File: config.mk
export PLATFORM = sky130hd
export DESIGN_NAME = mngr_arb
export DESIGN_NICKNAME = d
export VERILOG_FILES = /design/src/rtl/mngr_pkg.sv /design/src/rtl/mngr_rr_pick.sv /design/src/rtl/mngr_arb.sv
export SDC_FILE = /design/constraint.sdc
export NUM_CORES = 1
export LEC_CHECK = 0
export CELL_PAD_IN_SITES_DETAIL_PLACEMENT = 2
export CELL_PAD_IN_SITES_GLOBAL_PLACEMENT = 2
export CORE_ASPECT_RATIO = 1.75
export CORE_UTILIZATION = 18
export DETAILED_ROUTE_END_ITERATION = 12
export MAX_ROUTING_LAYER = met4
export PLACE_DENSITY = 0.85
export SKIP_CTS_REPAIR_TIMING = 1
export SLEW_MARGIN = 20
export SYNTH_ARGS = -nofsm -noshare
export SYNTH_HDL_FRONTEND = slang
export SYNTH_SLANG_ARGS = --single-unit
export TNS_END_PERCENT = 10
File: constraint.sdc
create_clock -name clk -period 2.9 [get_ports clk]
set_input_delay 0.58 -clock clk [delete_from_list [all_inputs] [get_ports clk]]
set_output_delay 0.58 -clock clk [all_outputs]
set_load 0.01 [all_outputs]
File: src/rtl/mngr_pkg.sv
// mngr_pkg: shared widths and message type for the proc2mngr arbiter.
//   MNGR_MSG_W : width of one manager-channel message
//   XFER_CNT_W : width of the output-handshake counter
//   mngr_msg_t : one manager-channel message
package mngr_pkg;

    localparam int MNGR_MSG_W = 32;
    localparam int XFER_CNT_W = 16;

    typedef logic [MNGR_MSG_W-1:0] mngr_msg_t;

endpackage

File: src/rtl/mngr_rr_pick.sv
// mngr_rr_pick: combinational round-robin pick.
// The request vector is rotated so that requester `ptr` lands at bit 0.
// The lowest set bit is then found, and the offset is added back to `ptr`
// modulo NREQ.
//   req     in  NREQ  request vector
//   ptr     in  ID_W  highest-priority requester, always < NREQ
//   gnt_val out 1     any request present
//   gnt_idx out ID_W  winning requester, always < NREQ
module mngr_rr_pick #(
    parameter int NREQ = 4,
    parameter int ID_W = $clog2(NREQ)
) (
    input  logic [NREQ-1:0] req,
    input  logic [ID_W-1:0] ptr,
    output logic            gnt_val,
    output logic [ID_W-1:0] gnt_idx
);

    localparam int SUM_W = ID_W + 1;

    logic [NREQ-1:0]  rot;
    logic [ID_W-1:0]  off;
    logic [SUM_W-1:0] sum;

    // Shifting a doubled copy right by ptr is a rotate that needs no modulo.
    assign rot     = NREQ'({req, req} >> ptr);
    assign gnt_val = |req;

    always_comb begin
        off = '0;
        for (int k = NREQ - 1; k >= 0; k--) begin
            if (rot[k]) begin
                off = ID_W'(k);
            end
        end
    end

    // The subtraction below stands in for a true modulo. It keeps the index
    // inside 0..NREQ-1 when NREQ is not a power of two.
    always_comb begin
        sum = {1'b0, ptr} + {1'b0, off};
        if (sum >= SUM_W'(NREQ)) begin
            sum = sum - SUM_W'(NREQ);
        end
    end

    assign gnt_idx = sum[ID_W-1:0];

endmodule

File: src/rtl/mngr_arb.sv
// mngr_arb: round-robin arbiter that merges NREQ val/rdy requesters onto the
// single proc2mngr manager port through a one-entry output register.
//   clk      in  1            rising-edge clock
//   rst      in  1            asynchronous active-low reset
//   req_val  in  NREQ         per-requester valid
//   req_rdy  out NREQ         per-requester ready, at most one bit high
//   req_msg  in  NREQ*MSG_W   requester i at [i*MSG_W +: MSG_W]
//   out_val  out 1            manager-port valid
//   out_rdy  in  1            manager-port ready
//   out_msg  out MSG_W        buffered message
//   out_src  out ID_W         requester that supplied out_msg
//   xfer_cnt out XFER_CNT_W   completed output handshakes, wrapping
module mngr_arb
    import mngr_pkg::*;
#(
    parameter int  NREQ  = 4,
    parameter int  MSG_W = MNGR_MSG_W,
    localparam int ID_W  = $clog2(NREQ)
) (
    input  logic                  clk,
    input  logic                  rst,
    input  logic [NREQ-1:0]       req_val,
    output logic [NREQ-1:0]       req_rdy,
    input  logic [NREQ*MSG_W-1:0] req_msg,
    output logic                  out_val,
    input  logic                  out_rdy,
    output logic [MSG_W-1:0]      out_msg,
    output logic [ID_W-1:0]       out_src,
    output logic [XFER_CNT_W-1:0] xfer_cnt
);

    logic [ID_W-1:0]  ptr;
    logic [ID_W-1:0]  gnt_idx;
    logic             gnt_val;
    logic             can_load;
    logic             in_xfer;
    logic             out_xfer;
    logic [MSG_W-1:0] gnt_msg;

    mngr_rr_pick #(
        .NREQ (NREQ),
        .ID_W (ID_W)
    ) u_pick (
        .req     (req_val),
        .ptr     (ptr),
        .gnt_val (gnt_val),
        .gnt_idx (gnt_idx)
    );

    // rst is included so that no requester sees ready while reset holds the
    // output stage empty.
    assign can_load = (!out_val || out_rdy) && rst;
    assign in_xfer  = can_load && gnt_val;
    assign out_xfer = out_val && out_rdy;

    always_comb begin
        req_rdy = '0;
        gnt_msg = '0;
        for (int i = 0; i < NREQ; i++) begin
            if (gnt_idx == ID_W'(i)) begin
                req_rdy[i] = in_xfer;
                gnt_msg    = req_msg[i*MSG_W +: MSG_W];
            end
        end
    end

    always_ff @(posedge clk or negedge rst) begin
        if (!rst) begin
            out_val  <= 1'b0;
            out_msg  <= '0;
            out_src  <= '0;
            ptr      <= '0;
            xfer_cnt <= '0;
        end else begin
            if (in_xfer) begin
                out_val <= 1'b1;
                out_msg <= gnt_msg;
                out_src <= gnt_idx;
                ptr     <= (gnt_idx == ID_W'(NREQ - 1)) ? '0 : gnt_idx + ID_W'(1);
            end else if (out_xfer) begin
                out_val <= 1'b0;
            end
            if (out_xfer) begin
                xfer_cnt <= xfer_cnt + XFER_CNT_W'(1);
            end
        end
    end

endmodule

# [Word-level counts from Yosys, hierarchy flattened]
# Cells that the tools add are included.
[totals] regBits=53 latch_bits=0 mem_bits_rw=0 rom_bits=0 out_inout_bits=55 wordCells=38 n_memories=0
[classes] n_addsub=4 mul=0 div_mod_pow=0 n_lt_le_gt_ge=1 eq_ne=3 shift=1 mux=16 bitwise_logic=0 reduce_logical=8
[ops] cell="$mux W32" n=4
[ops] cell="$add A16 B1 Y16 const B" n=1
[ops] cell="$mux W2" n=6
[ops] cell="$shr A8 B2 Y4" n=1
[ops] cell="$mux W1" n=6
[ops] cell="$eq A2 B2 Y1 const B" n=2
[ops] cell="$reduce_or A4 Y1" n=1
[ops] cell="$add A2 B2 Y3" n=1
[ops] cell="$ge A3 B3 Y1 const B" n=1
[ops] cell="$logic_and A1 B1 Y1" n=3
[ops] cell="$add A2 B1 Y2 const B" n=1
[ops] cell="$eq A2 B1 Y1 const B" n=1
[ops] cell="$logic_not A2 Y1" n=1
[ops] cell="$reduce_bool A2 Y1" n=1
[ops] cell="$sub A2 B1 Y2 const B" n=1
[ops] cell="$logic_not A1 Y1" n=1
[ops] cell="$logic_or A1 B1 Y1" n=1

# [Longest topological paths before layout]
[logic_depth] word_depth=13 ltp_mapped=16

# [Cells and area by module]
# A second synthesis with hierarchy kept.
[hier_totals] hier_cells=367 hier_area_um2=3308.2
[by_module_without_submodules] module="mngr_arb" n_inst=1 cells_each=340 area_each_um2=3129.3 seq_area_each_um2=1326.3
[by_module_without_submodules] module="mngr_rr_pick" n_inst=1 cells_each=27 area_each_um2=178.9 seq_area_each_um2=0.0

# [Worst setup path before layout]
# No wires, ideal clock.
[synth_timing] path_type="input -> output" start="input req_val[2]" end="output req_rdy[3]" t_arrival_ns=2.471 path_slack_ns=-0.151 stages=12 cell_sequence="o311ai_0 > o21ai_0 > o221ai_1 > ha_1 > xnor2_1 > and4_1 > nor2_1 > ha_1 > clkbuf_1 > inv_1 > clkbuf_1 > nor2_1"
[synth_via] elab_chain_cells=10 word_cells_on_any_way=13
[synth_lines] item="start, declared" line_no="mngr_arb.sv:22" source="input logic [NREQ-1:0] req_val,"
[synth_lines] item="$shr A8 B2 Y4 (*)" line_no="mngr_rr_pick.sv:26" source="assign rot = NREQ'({req, req} >> ptr);"
[synth_lines] item="$mux W2 (3 in series)" line_no="mngr_rr_pick.sv:32" source="if (rot[k]) begin"
[synth_lines] item="$mux W2 (*)" line_no="mngr_rr_pick.sv:32"
[synth_lines] item="$add A2 B2 Y3 (*)" line_no="mngr_rr_pick.sv:41" source="sum = {1'b0, ptr} + {1'b0, off};"
[synth_lines] item="$ge A3 B3 Y1 or $sub A2 B1 Y2 (tied branches)" line_no="mngr_rr_pick.sv:42, mngr_rr_pick.sv:43"
[synth_lines] item="$mux W2 (*)" line_no="mngr_rr_pick.sv:42" source="if (sum >= SUM_W'(NREQ)) begin"
[synth_lines] item="net gnt_idx[1]" line_no="mngr_arb.sv:33" source="logic [ID_W-1:0] gnt_idx;"
[synth_lines] item="$eq A2 B2 Y1 (*)" line_no="mngr_arb.sv:60" source="if (gnt_idx == ID_W'(i)) begin"
[synth_lines] item="$mux W1 (*)" line_no="mngr_arb.sv:60"
[synth_lines] item="end, declared" line_no="mngr_arb.sv:23" source="output logic [NREQ-1:0] req_rdy,"
# The timed path passes the listed nets; every way through them passes the cells marked *.

# [Worst setup path after layout]
[layout_timing] start="register ptr[1]" end="output req_rdy[2]"
[layout_via] elab_chain_cells=10 word_cells_on_any_way=11
[layout_lines] item="start, declared" line_no="mngr_arb.sv:32" source="logic [ID_W-1:0] ptr;"
[layout_lines] item="start signal, assigned" line_no="mngr_arb.sv:79" source="ptr <= (gnt_idx == ID_W'(NREQ - 1)) ? '0 : gnt_idx + ID_W'(1);"
[layout_lines] item="$shr A8 B2 Y4" line_no="mngr_rr_pick.sv:26"
[layout_lines] item="$mux W2 (4 in series)" line_no="mngr_rr_pick.sv:32"
[layout_lines] item="$add A2 B2 Y3 (*)" line_no="mngr_rr_pick.sv:41"
[layout_lines] item="$ge A3 B3 Y1 or $sub A2 B1 Y2 (tied branches)" line_no="mngr_rr_pick.sv:42, mngr_rr_pick.sv:43"
[layout_lines] item="$mux W2 (*)" line_no="mngr_rr_pick.sv:42"
[layout_lines] item="net gnt_idx[1]" line_no="mngr_arb.sv:33"
[layout_lines] item="$eq A2 B2 Y1 (*)" line_no="mngr_arb.sv:60"
[layout_lines] item="$mux W1 (*)" line_no="mngr_arb.sv:60"
# Marked as above.

==> run_results.csv <==
group,metric,value,unit
cells_and_area,num-nets-final,674,
timing,setup_tns,-3250,ps
worst_setup_path,worst_r2r_path_depth,12,
grt,track_usage,18.0,%
worst_setup_path,worst_r2r_endpoint,"out_msg[26]$_DFFE_PN0P_",
synth,synth_warnings,0,
clock_tree,clock-sinks,53,
worst_setup_path,path_max_fanout,4,
power,switching_share,44.2,%
timing,setup_viol,36,
synth,synth_edf_count,0,
worst_setup_path,crit_start,"ptr[1]$_DFFE_PN0P_",
synth,synth_largest_area_cell,"dfrtp_1",
die,boundaryPins,190,
grt,grt_overflow,0,
grt,grt_pass1_wl,23.6,mm
grt,grt_pass1_vias,4327,
timing,fin_ws,-184,ps
power,p_leak,2.21,nW
detailed_routing,drtAntennaViolNets,0,
power,switchingPower,2.96,mW
timing,tightestPinTransition,738,ps
grt,antenna_found_initial,1,
die,fp-row-count,63,
die,start_util,18.4,%
detailed_routing,vias,3638,
timing,hold_violations,0,
detailed_routing,detail_route.wl_per_cell,20.8,microns
synth,syn_area,3110,sq um
worst_setup_path,crit_path_end_kind,"output port",
synth,avgSynthCellArea,9.13,sq um
synth,async_flop_share,100,%
power,combPwrFrac,70.6,%
power,pwr-share-seq,19.2,%
die,die_h,176,microns
die,chipWidth,101,microns
cells_and_area,final_cell_mix,"clkdlybuf4s50_1 (180), a21oi_1 (63), dfrtp_1 (52)",
placed_design,place_congestion,0.772,
synth,synthCells,341,
placed_design,io_buffers,189,
power,powerDensity,1190,nW/um^2
timing,post-route-period-util,106,%
worst_setup_path,start_kind,"flop",
detailed_routing,drt-total-wl,15.8,mm
power,power.internal,3.75,mW
placed_design,dp.final_hpwl,11.6,mm
synth,ys_top_cells_by_area,"dfrtp_1 (43%), a21oi_1 (10%), a221o_1 (10%)",
clock_tree,ctsRootBufferMaster,"clkbuf_16",
synth,ys_ff_latch,53,
worst_setup_path,worst-r2r-setup-slack,-130,ps
timing,drv_slew,0,
synth,yosysUniqueCellTypes,35,
synth,ys_seq_area_share,42.6,%
run_status,outcome,"finished, violations left",
worst_setup_path,critPathCapture,"req_rdy[2]",
worst_setup_path,r2r_start,"ptr[1]$_DFFE_PN0P_",
detailed_routing,dr.pass1.iters,4,
die,core,16900,sq um
synth,synth_nets,482,
worst_setup_path,required,2320,ps
worst_setup_path,path_delay_family,"simple AND/OR/NAND/NOR gates",
timing,skew,8.85,ps
detailed_routing,avgViaCountPerCell,4.78,
clock_tree,clockBufferDepth,2,
grt,grt_max_degree,54,
clock_tree,clk_pin_slew,80,ps
timing,max_freq,0.324,GHz
power,p_clk_share,10.3,%
timing,whs,462,ps
worst_setup_path,path_cells,"buf_4, nor3b_1, o21ai_0, and4_4, nor2_2, ha_1, inv_1, nor2_2, clkbuf_2",
synth,synth_top_area_share,42.6,%
hold_path,hold_class,"primary input to asynchronous set/reset pin",
worst_setup_path,cp_slowest_cell,"dfrtp_1",
timing,finalCriticalPeriod,3080,ps
timing,rsz0062_at_grt,"yes",
worst_setup_path,slowest_delay,480,ps
cells_and_area,layout_commonest_cell,"clkdlybuf4s50_1",
detailed_routing,drc,0,
clock_tree,cts_buffers,5,
die,die_area,17800,sq um
clock_tree,htree_levels,2,
worst_setup_path,critPathKind,"flop to output port",
worst_setup_path,arrival,2500,ps
worst_setup_path,path_depth,9,
clock_tree,tritoncts,"yes",
power,irDropWorstVdd,0.481,mV
cells_and_area,layout-drive-gt1-share,12.6,%
detailed_routing,drt_iter0_drc,88,
synth,synthFlopType,"dfrtp_1",
timing,slew_headroom,50.8,%
run_status,failed_checks,"setup timing",
worst_setup_path,crit_buf_inv,3,
cells_and_area,syn2layout_area_growth,81.6,%
clock_tree,clk_latency,300,ps
worst_setup_path,cp_common_cell,"nor2_2",
run,max_cap_violations,0,
## worst min path at each step
stage / startpoint / to / slack (ps) / cells after the start
2_1_floorplan: rst / out_msg[0]$_DFFE_PN0P_ / 280 / 0
3_3_place_gp: xfer_cnt[15]$_DFFE_PN0P_ / xfer_cnt[15]$_DFFE_PN0P_ / 460 / 1
3_5_place_dp: xfer_cnt[15]$_DFFE_PN0P_ / xfer_cnt[15]$_DFFE_PN0P_ / 470 / 1
4_1_cts: xfer_cnt[15]$_DFFE_PN0P_ / xfer_cnt[15]$_DFFE_PN0P_ / 480 / 1
5_1_grt: rst / out_msg[29]$_DFFE_PN0P_ / 530 / 2
6_report: rst / out_msg[29]$_DFFE_PN0P_ / 460 / 2
## worst reg2reg max path: stages, from the launching register on
cell and delay [ps]:
dfrtp_1 480, buf_4 200, nor3b_1 300, o21ai_0 260, and4_4 280, or2_4 260, ha_4 170, buf_4 140
nor2b_4 130, buf_12 160, a221o_1 340, o211ai_1 110, a21oi_1 100
## area by class of cell
cell class,instances,area (sq um)
repair buffers,217,2130
well taps,227,284
fillers,1885,11300
multi-input cells,251,1730
flip-flops and latches,53,1330
clock buffers,5,125
inverters,5,18.8
diodes,1,2.50
clock inverters,2,35.0
## per-layer routing
metal	vias up	wire length (microns)	GRT usage (%)
met1	1818	5680	17.4
met2	137	9060	35.1
met5	-	0	-
li1	1656	-	-
met3	27	657	2.97
met4	0	427	6.04
## metrics by stage
| step | utilization [%] | cells | total power, mW | area (sq um) | setup WS, ps |
|---|---|---|---|---|---|
| floorplan | - | 341 | 3.76 | 3140 | -17.7 |
| global placement | 31.6 | 751 | 5.43 | 5360 | -894 |
| detailed placement | 31.6 | 751 | 5.72 | 5360 | -1080 |
| CTS | 32.6 | 758 | 6.44 | 5520 | -1010 |
| global route | 33.4 | 761 | 7.19 | 5650 | -302 |
| finish | 33.4 | 761 | 6.71 | 5650 | -184 |
## sequential cells by signal, summed over array words and instances, names as in the netlist
| signal | cells |
|---|---|
| out_val | 1 |
| out_msg | 32 |
| ptr | 2 |
| xfer_cnt | 16 |
| out_src | 2 |
## logic make-up (layout without fill, tap and decap cells)
kind of cell | after synthesis | after routing | share of synthesized area [%]
other | 0 | 1 | 0
buffers and inverters | 37 | 229 | 5.59
adders and majority gates | 6 | 6 | 2.41
AOI/OAI and AO/OA | 139 | 139 | 30.8
xor gates and xnor gates | 16 | 16 | 4.50
muxes | 2 | 2 | 0.723
DFF | 53 | 53 | 42.6
and+or+nand+nor | 88 | 88 | 13.4
## Yosys cell counts, drive strengths merged (2+ instances only)
cell	count
xor2	5
nor3b	2
a21oi	63
a221o	31
buf	11
and4	3
nand3b	2
nor2	41
o31ai	2
dfrtp	53
and2	2
clkbuf	21
nand2	16
xnor2	11
nand4	5
o211ai	31
nor2b	6
mux2	2
nand2b	3
inv	5
o21ai	6
ha	6
nand3	4
## power by group through the flow
stage                     Clock, mW  Sequential, mW  Combinational (mW)
after floorplan                   0            1.37                2.39
after global placement            0            1.27                4.15
after detailed placement          0            1.30                4.42
after CTS                     0.720            1.29                4.43
after global routing          0.735            1.33                5.12
final                         0.689            1.29                4.74
Note: power is estimated with default switching activity, not from simulation.
